==> src/rtl/flash_responder.sv <==
// Device-side model of an 8-bit parallel NOR flash: 256 x 8 array, command FSM,
// status register and busy indication, with all pins synchronized into clk_f.
module flash_responder #(
    parameter int SYNC_STAGES  = 2,
    parameter int READ_LAT     = 2,
    parameter int PROG_CYCLES  = 16,
    parameter int ERASE_CYCLES = 300
) (
    input  logic       clk_f,
    input  logic       rst,
    input  logic       NF_CE,
    input  logic       NF_OE,
    input  logic       NF_WE,
    input  logic       NF_RP,
    input  logic       NF_BYTE,
    input  logic [7:0] NF_A,
    input  logic [7:0] NF_D_IN,
    output logic [7:0] NF_D_OUT,
    output logic       NF_D_OE,
    output logic       NF_STS
);
    localparam logic [2:0] READ_ARRAY  = 3'd0;
    localparam logic [2:0] READ_STATUS = 3'd1;
    localparam logic [2:0] PROG_SETUP  = 3'd2;
    localparam logic [2:0] ERASE_SETUP = 3'd3;
    localparam logic [2:0] PROG_BUSY   = 3'd4;
    localparam logic [2:0] ERASE_BUSY  = 3'd5;

    localparam int          SW        = 20;
    // Pins idle high (CE/OE/WE/RP), address and data zero.
    localparam logic [SW-1:0] SYNC_IDLE = 20'hF0000;

    // Only x8 mode exists here, so NF_BYTE carries no information.
    logic unused_byte;
    assign unused_byte = NF_BYTE;

    logic [SW-1:0] sync_q [SYNC_STAGES];
    logic [SW-1:0] sync_d [SYNC_STAGES];

    assign sync_d[0] = {NF_RP, NF_WE, NF_OE, NF_CE, NF_A, NF_D_IN};
    genvar gi;
    generate
        for (gi = 1; gi < SYNC_STAGES; gi++) begin : g_sync
            assign sync_d[gi] = sync_q[gi-1];
        end
    endgenerate

    always_ff @(posedge clk_f) begin
        if (!rst) begin
            for (int i = 0; i < SYNC_STAGES; i++) sync_q[i] <= SYNC_IDLE;
        end else begin
            sync_q <= sync_d;
        end
    end

    logic       ce_s, oe_s, we_s, rp_s;
    logic [7:0] a_s, d_s;
    assign {rp_s, we_s, oe_s, ce_s, a_s, d_s} = sync_q[SYNC_STAGES-1];

    logic [7:0] mem [0:255] = '{default: 8'hFF};

    logic [2:0]  state_q, state_d;
    logic [7:0]  sr_q, sr_d;
    logic [15:0] cnt_q, cnt_d;
    logic [8:0]  idx_q, idx_d;
    logic [3:0]  rd_cnt_q, rd_cnt_d;
    logic        d_oe_q, d_oe_d;
    logic [7:0]  d_out_q, d_out_d;
    logic        we_prev_q, we_prev_d;

    logic       write_stb;
    logic [7:0] mem_rd;
    logic       mem_we;
    logic [7:0] mem_waddr, mem_wdata;

    assign write_stb = !ce_s && !we_prev_q && we_s;
    assign mem_rd    = mem[a_s];

    always_comb begin
        state_d   = state_q;
        sr_d      = sr_q;
        cnt_d     = cnt_q;
        idx_d     = idx_q;
        mem_we    = 1'b0;
        mem_waddr = a_s;
        mem_wdata = d_s;
        we_prev_d = we_s;

        case (state_q)
            READ_ARRAY, READ_STATUS: begin
                if (write_stb) begin
                    case (d_s)
                        8'hFF:        state_d = READ_ARRAY;
                        8'h70:        state_d = READ_STATUS;
                        8'h50:        sr_d    = sr_q & 8'hCF;
                        8'h40, 8'h10: state_d = PROG_SETUP;
                        8'h20:        state_d = ERASE_SETUP;
                        default:      state_d = state_q;
                    endcase
                end
            end
            PROG_SETUP: begin
                if (write_stb) begin
                    mem_we    = 1'b1;
                    mem_wdata = mem_rd & d_s;
                    if ((d_s & ~mem_rd) != 8'h00) sr_d[4] = 1'b1;
                    sr_d[7] = 1'b0;
                    state_d = PROG_BUSY;
                    cnt_d   = 16'(PROG_CYCLES);
                end
            end
            ERASE_SETUP: begin
                if (write_stb) begin
                    if (d_s == 8'hD0) begin
                        sr_d[7] = 1'b0;
                        state_d = ERASE_BUSY;
                        cnt_d   = 16'(ERASE_CYCLES);
                        idx_d   = 9'd0;
                    end else begin
                        sr_d    = sr_q | 8'h30;
                        state_d = READ_STATUS;
                    end
                end
            end
            PROG_BUSY, ERASE_BUSY: begin
                cnt_d = cnt_q - 16'd1;
                // The erase sweep runs alongside the busy countdown, one byte per cycle.
                if (state_q == ERASE_BUSY && !idx_q[8]) begin
                    mem_we    = 1'b1;
                    mem_waddr = idx_q[7:0];
                    mem_wdata = 8'hFF;
                    idx_d     = idx_q + 9'd1;
                end
                if (cnt_q == 16'd1) begin
                    sr_d[7] = 1'b1;
                    state_d = READ_STATUS;
                end
            end
            default: state_d = READ_ARRAY;
        endcase
        sr_d = sr_d & 8'hB0;

        if (!rst || !rp_s) mem_we = 1'b0;

        rd_cnt_d = 4'd0;
        if (!ce_s && !oe_s)
            rd_cnt_d = (rd_cnt_q == 4'(READ_LAT)) ? rd_cnt_q : rd_cnt_q + 4'd1;
        // A pending write (WE low) keeps the data bus released.
        d_oe_d  = (rd_cnt_d == 4'(READ_LAT)) && we_s;
        d_out_d = (state_q == READ_ARRAY) ? mem_rd : sr_q;
    end

    always_ff @(posedge clk_f) begin
        if (!rst || !rp_s) begin
            state_q   <= READ_ARRAY;
            sr_q      <= 8'h80;
            cnt_q     <= 16'd0;
            idx_q     <= 9'd0;
            rd_cnt_q  <= 4'd0;
            d_oe_q    <= 1'b0;
            d_out_q   <= 8'h00;
            we_prev_q <= 1'b1;
        end else begin
            state_q   <= state_d;
            sr_q      <= sr_d;
            cnt_q     <= cnt_d;
            idx_q     <= idx_d;
            rd_cnt_q  <= rd_cnt_d;
            d_oe_q    <= d_oe_d;
            d_out_q   <= d_out_d;
            we_prev_q <= we_prev_d;
        end
    end

    always_ff @(posedge clk_f) begin
        if (mem_we) mem[mem_waddr] <= mem_wdata;
    end

    assign NF_D_OUT = d_out_q;
    assign NF_D_OE  = d_oe_q;
    assign NF_STS   = !(state_q == PROG_BUSY || state_q == ERASE_BUSY);
endmodule

==> config.mk <==
export PLATFORM = sky130hd
export DESIGN_NAME = flash_responder
export DESIGN_NICKNAME = d
export VERILOG_FILES = /design/src/rtl/flash_responder.sv
export SDC_FILE = /design/constraint.sdc
export NUM_CORES = 2
export LEC_CHECK = 0
export ABC_CLOCK_PERIOD_IN_PS = 10200
export CAP_MARGIN = 20
export CORE_MARGIN = 2
export CORE_UTILIZATION = 59
export CTS_BUF_LIST = sky130_fd_sc_hd__clkbuf_8
export CTS_CLUSTER_DIAMETER = 150
export DETAILED_ROUTE_END_ITERATION = 8
export PLACE_DENSITY = 0.77
export SYNTH_ARGS = -nofsm -noshare
export SYNTH_HDL_FRONTEND = slang
export SYNTH_SLANG_ARGS = --single-unit
==> constraint.sdc <==
create_clock -name clk_f -period 10.2 [get_ports clk_f]
set_input_delay 1.02 -clock clk_f [delete_from_list [all_inputs] [get_ports clk_f]]
set_output_delay 1.02 -clock clk_f [all_outputs]
set_load 0.1 [all_outputs]
==> metrics.cfg <==
[finish]
layout_commonest_cell = edfxtp_1
final_nets = 4471
layoutNonFillerInstCount = 6566
num-fill-cells = 8998
area_growth_pct = 8.84
final_cell_mix = 2048 x edfxtp_1, 350 x clkbuf_8, 348 x nor2_1
drive_gt1_frac = 0.188
finish.utilization = 0.648

[sta]
worst_slew_pin_slew_ns = 1.29
post-route-period-util = 0.651
tns_ns = 0
finalCriticalPeriod_ns = 6.64
finalSetupViolations = 0
worst_clock_skew_ns = 0.101
hold_viol = 0
layout_setup_ws_ns = 3.56
fmax_ghz = 0.151
whs_ns = 0.412
rsz0062_at_grt = false
slew_violations = 0
slew_headroom = 0.131

[yosys]
syn_area_um2 = 84300
netlist_instances = 4228
synth_warnings = 0
synthAdderAreaFrac = 0.000742
synth-async-reset-ratio = 0
synth_compound_area_frac = 0.0294
synthSimpleGateAreaFrac = 0.0454
synthMuxAreaShare = 0.149
yosys_most_used_dff = edfxtp_1
synth-seq-area-share = 0.749
synth_top_family_by_area = multiplexers
syn_nets = 4256
syn_avg_cell_area_um2 = 19.9
synth-edff-count = 2048
synth-xor-area-share = 0.00208
ys_ff_latch = 2133
synth_cell_types = 90

[drt]
wl_met3_um = 30000
vias = 44600
via_per_inst = 6.80
wl_um = 217000
wl_met2_um = 97300
drt_pass1_iterations = 8
ant_nets = 0
dr.first_iter.drc_count = 7034
post-route-drc-count = 0
top_layer = met5
wl_met1_um = 77400
wl_per_cell_um = 33.0

[power_and_ir_drop]
power_leakage_nw = 27.6
peakVddDrop_uv = 181
powerDensity_nw_per_um2 = 181

[worst_setup_path]
worstPathMaxFanout = 94
critPathLaunch = a_s[1]
startpoint_type = flip-flop
rrSetupSlack_ns = 3.56
crit_end = mem[0][6]
r2r_end = mem[0][6]
reg2reg_from = a_s[1]
ff2ff_path_depth = 11
cp.arrival_ns = 7.27
required_ns = 10.83
worstSetupEndpointType = flip-flop
critPathKind = reg -> reg

[clock_tree]
numCtsBuffers = 337
ctsRootBufferMaster = clkbuf_8
cts.sinks = 2133
holdBufCountCts = 0
cts_setup_buffers = 0
cts_max_path_buffers = 4
cts-resized-gates = 0
cts_tree = done
ctsHtreeMaxLevel = 5
clkTransAtPathRegs_ns = 0.06
clock_insertion_delay_worst_skew_ns = 1.07

[place]
place_ws_ns = 3.59
dp_cells = 5989
post-dp-hpwl_um = 130000
portBuffers = 31
finalWeightedCongestion = 0.923

[die]
start_util = 0.595
fp.dieH_um = 382
die-area_um2 = 146000
core-area_um2 = 142000
row_count = 138
pin_count = 33
die_w_um = 382

[run]
max-cap-violations = 0

[global_routing]
grt_pass1_wl_um = 307000
grt_max_degree = 257
grt_overflow_total = 0
grt_pass1_vias = 43400
groute.usage.overall = 0.297
antenna_found_initial = 6

[worst_hold_path]
hp-class = reg -> reg
hp-start = sync_d[18]

[run_status]
outcome = finished clean

cells in the mapped netlist, drive strengths merged, types with 11 or more instances:
library cell / instances / area [µm²]
edfxtp: 2048 / 61500
mux4: 450 / 10600
nor2: 351 / 1330
mux2i: 195 / 1950
nand2: 179 / 677
buf: 164 / 1610
a22oi: 112 / 841
dfxtp: 85 / 1700
clkbuf: 79 / 349
a21oi: 63 / 315
nand3: 48 / 240
and2: 45 / 283
nor3: 36 / 180
o21ai: 35 / 175
nand4: 28 / 175
o211ai: 21 / 158
nor2b: 20 / 125
nand2b: 19 / 119
o22ai: 19 / 119
a221oi: 17 / 149
nor4: 15 / 106
a211oi: 12 / 90.1
a22o: 12 / 108
inv: 12 / 45.0
nand3b: 11 / 82.6
o2111ai: 11 / 96.3
xnor2: 11 / 96.3
worst min path at each step:
stage	slack, ns	cells past startpoint	end
after floorplan	0.39	1	ce_s
after global placement	0.39	1	rp_s
after detailed placement	0.40	1	sync_q[18]
after CTS	0.42	1	sync_q[18]
after global routing	0.43	1	sync_q[18]
final	0.41	1	sync_q[18]
logic make-up (layout without fill, tap and decap cells):
| group | after synthesis | after routing |
|---|---|---|
| other | 0 | 6 |
| flip-flops | 2133 | 2133 |
| AO/OA/AOI/OAI | 349 | 349 |
| AND/OR/NAND/NOR | 815 | 815 |
| adder cells (fa/ha/maj) | 5 | 5 |
| XOR/XNOR | 20 | 20 |
| multiplexers | 649 | 649 |
| buffers and inverters | 257 | 699 |
cell type report:
| cell class | instances | area (µm²) | share of cell area |
|---|---|---|---|
| clock buffer | 350 | 4820 | 0.0525 |
| multi-input combinational | 1838 | 19300 | 0.210 |
| sequential | 2133 | 63200 | 0.689 |
| antenna | 6 | 15.0 | 0.000164 |
| inverter | 14 | 53.8 | 0.000586 |
| clock inverter | 216 | 872 | 0.00950 |
| timing repair buffer | 119 | 1180 | 0.0129 |
| tap | 1890 | 2360 | 0.0258 |
power by group:
group | total, W | switching [W] | internal (W)
registers | 0.00959 | 0.0000197 | 0.00957
clock network | 0.00635 | 0.00320 | 0.00315
logic | 0.000679 | 0.000463 | 0.000215
total | 0.0166 | 0.00368 | 0.0129
worst max-delay path: stages, from the launching register on:
cell,delay (ns)
dfxtp_4,0.67
buf_12,0.50
buf_4,0.61
and4_1,0.80
and2_1,0.22
a21oi_1,0.05
nand4_1,0.24
nor2_1,0.21
nor4_1,0.68
nand2_1,0.26
a21oi_4,0.84
buf_4,0.81
per-layer routing:
layer | GRT usage | vias to the layer above
li1 | - | 17800
met1 | 0.407 | 22800
met3 | 0.0961 | 670
met2 | 0.434 | 3361
met4 | 0.150 | 4
met5 | 0 | -
flip-flops by register name, summed over array words and instances (netlist names):
name,cells
oe_s,1
NF_D_OE,1
sr_q,3
NF_D_OUT,8
rp_s,1
cnt_q,16
we_prev_q,1
rd_cnt_q,4
sync_q,1
sync_d,20
state_q,3
idx_q,9
mem,2048
a_s,8
d_s,8
ce_s,1
stage by stage:
stage / instance area, µm² / total power (W)
2_1_floorplan: 84400 / 0.0102
3_3_place_gp: 86000 / 0.0104
3_5_place_dp: 86000 / 0.0104
4_1_cts: 91700 / 0.0166
5_1_grt: 91800 / 0.0170
6_report: 91800 / 0.0166
(Power assumes the default switching activity.)
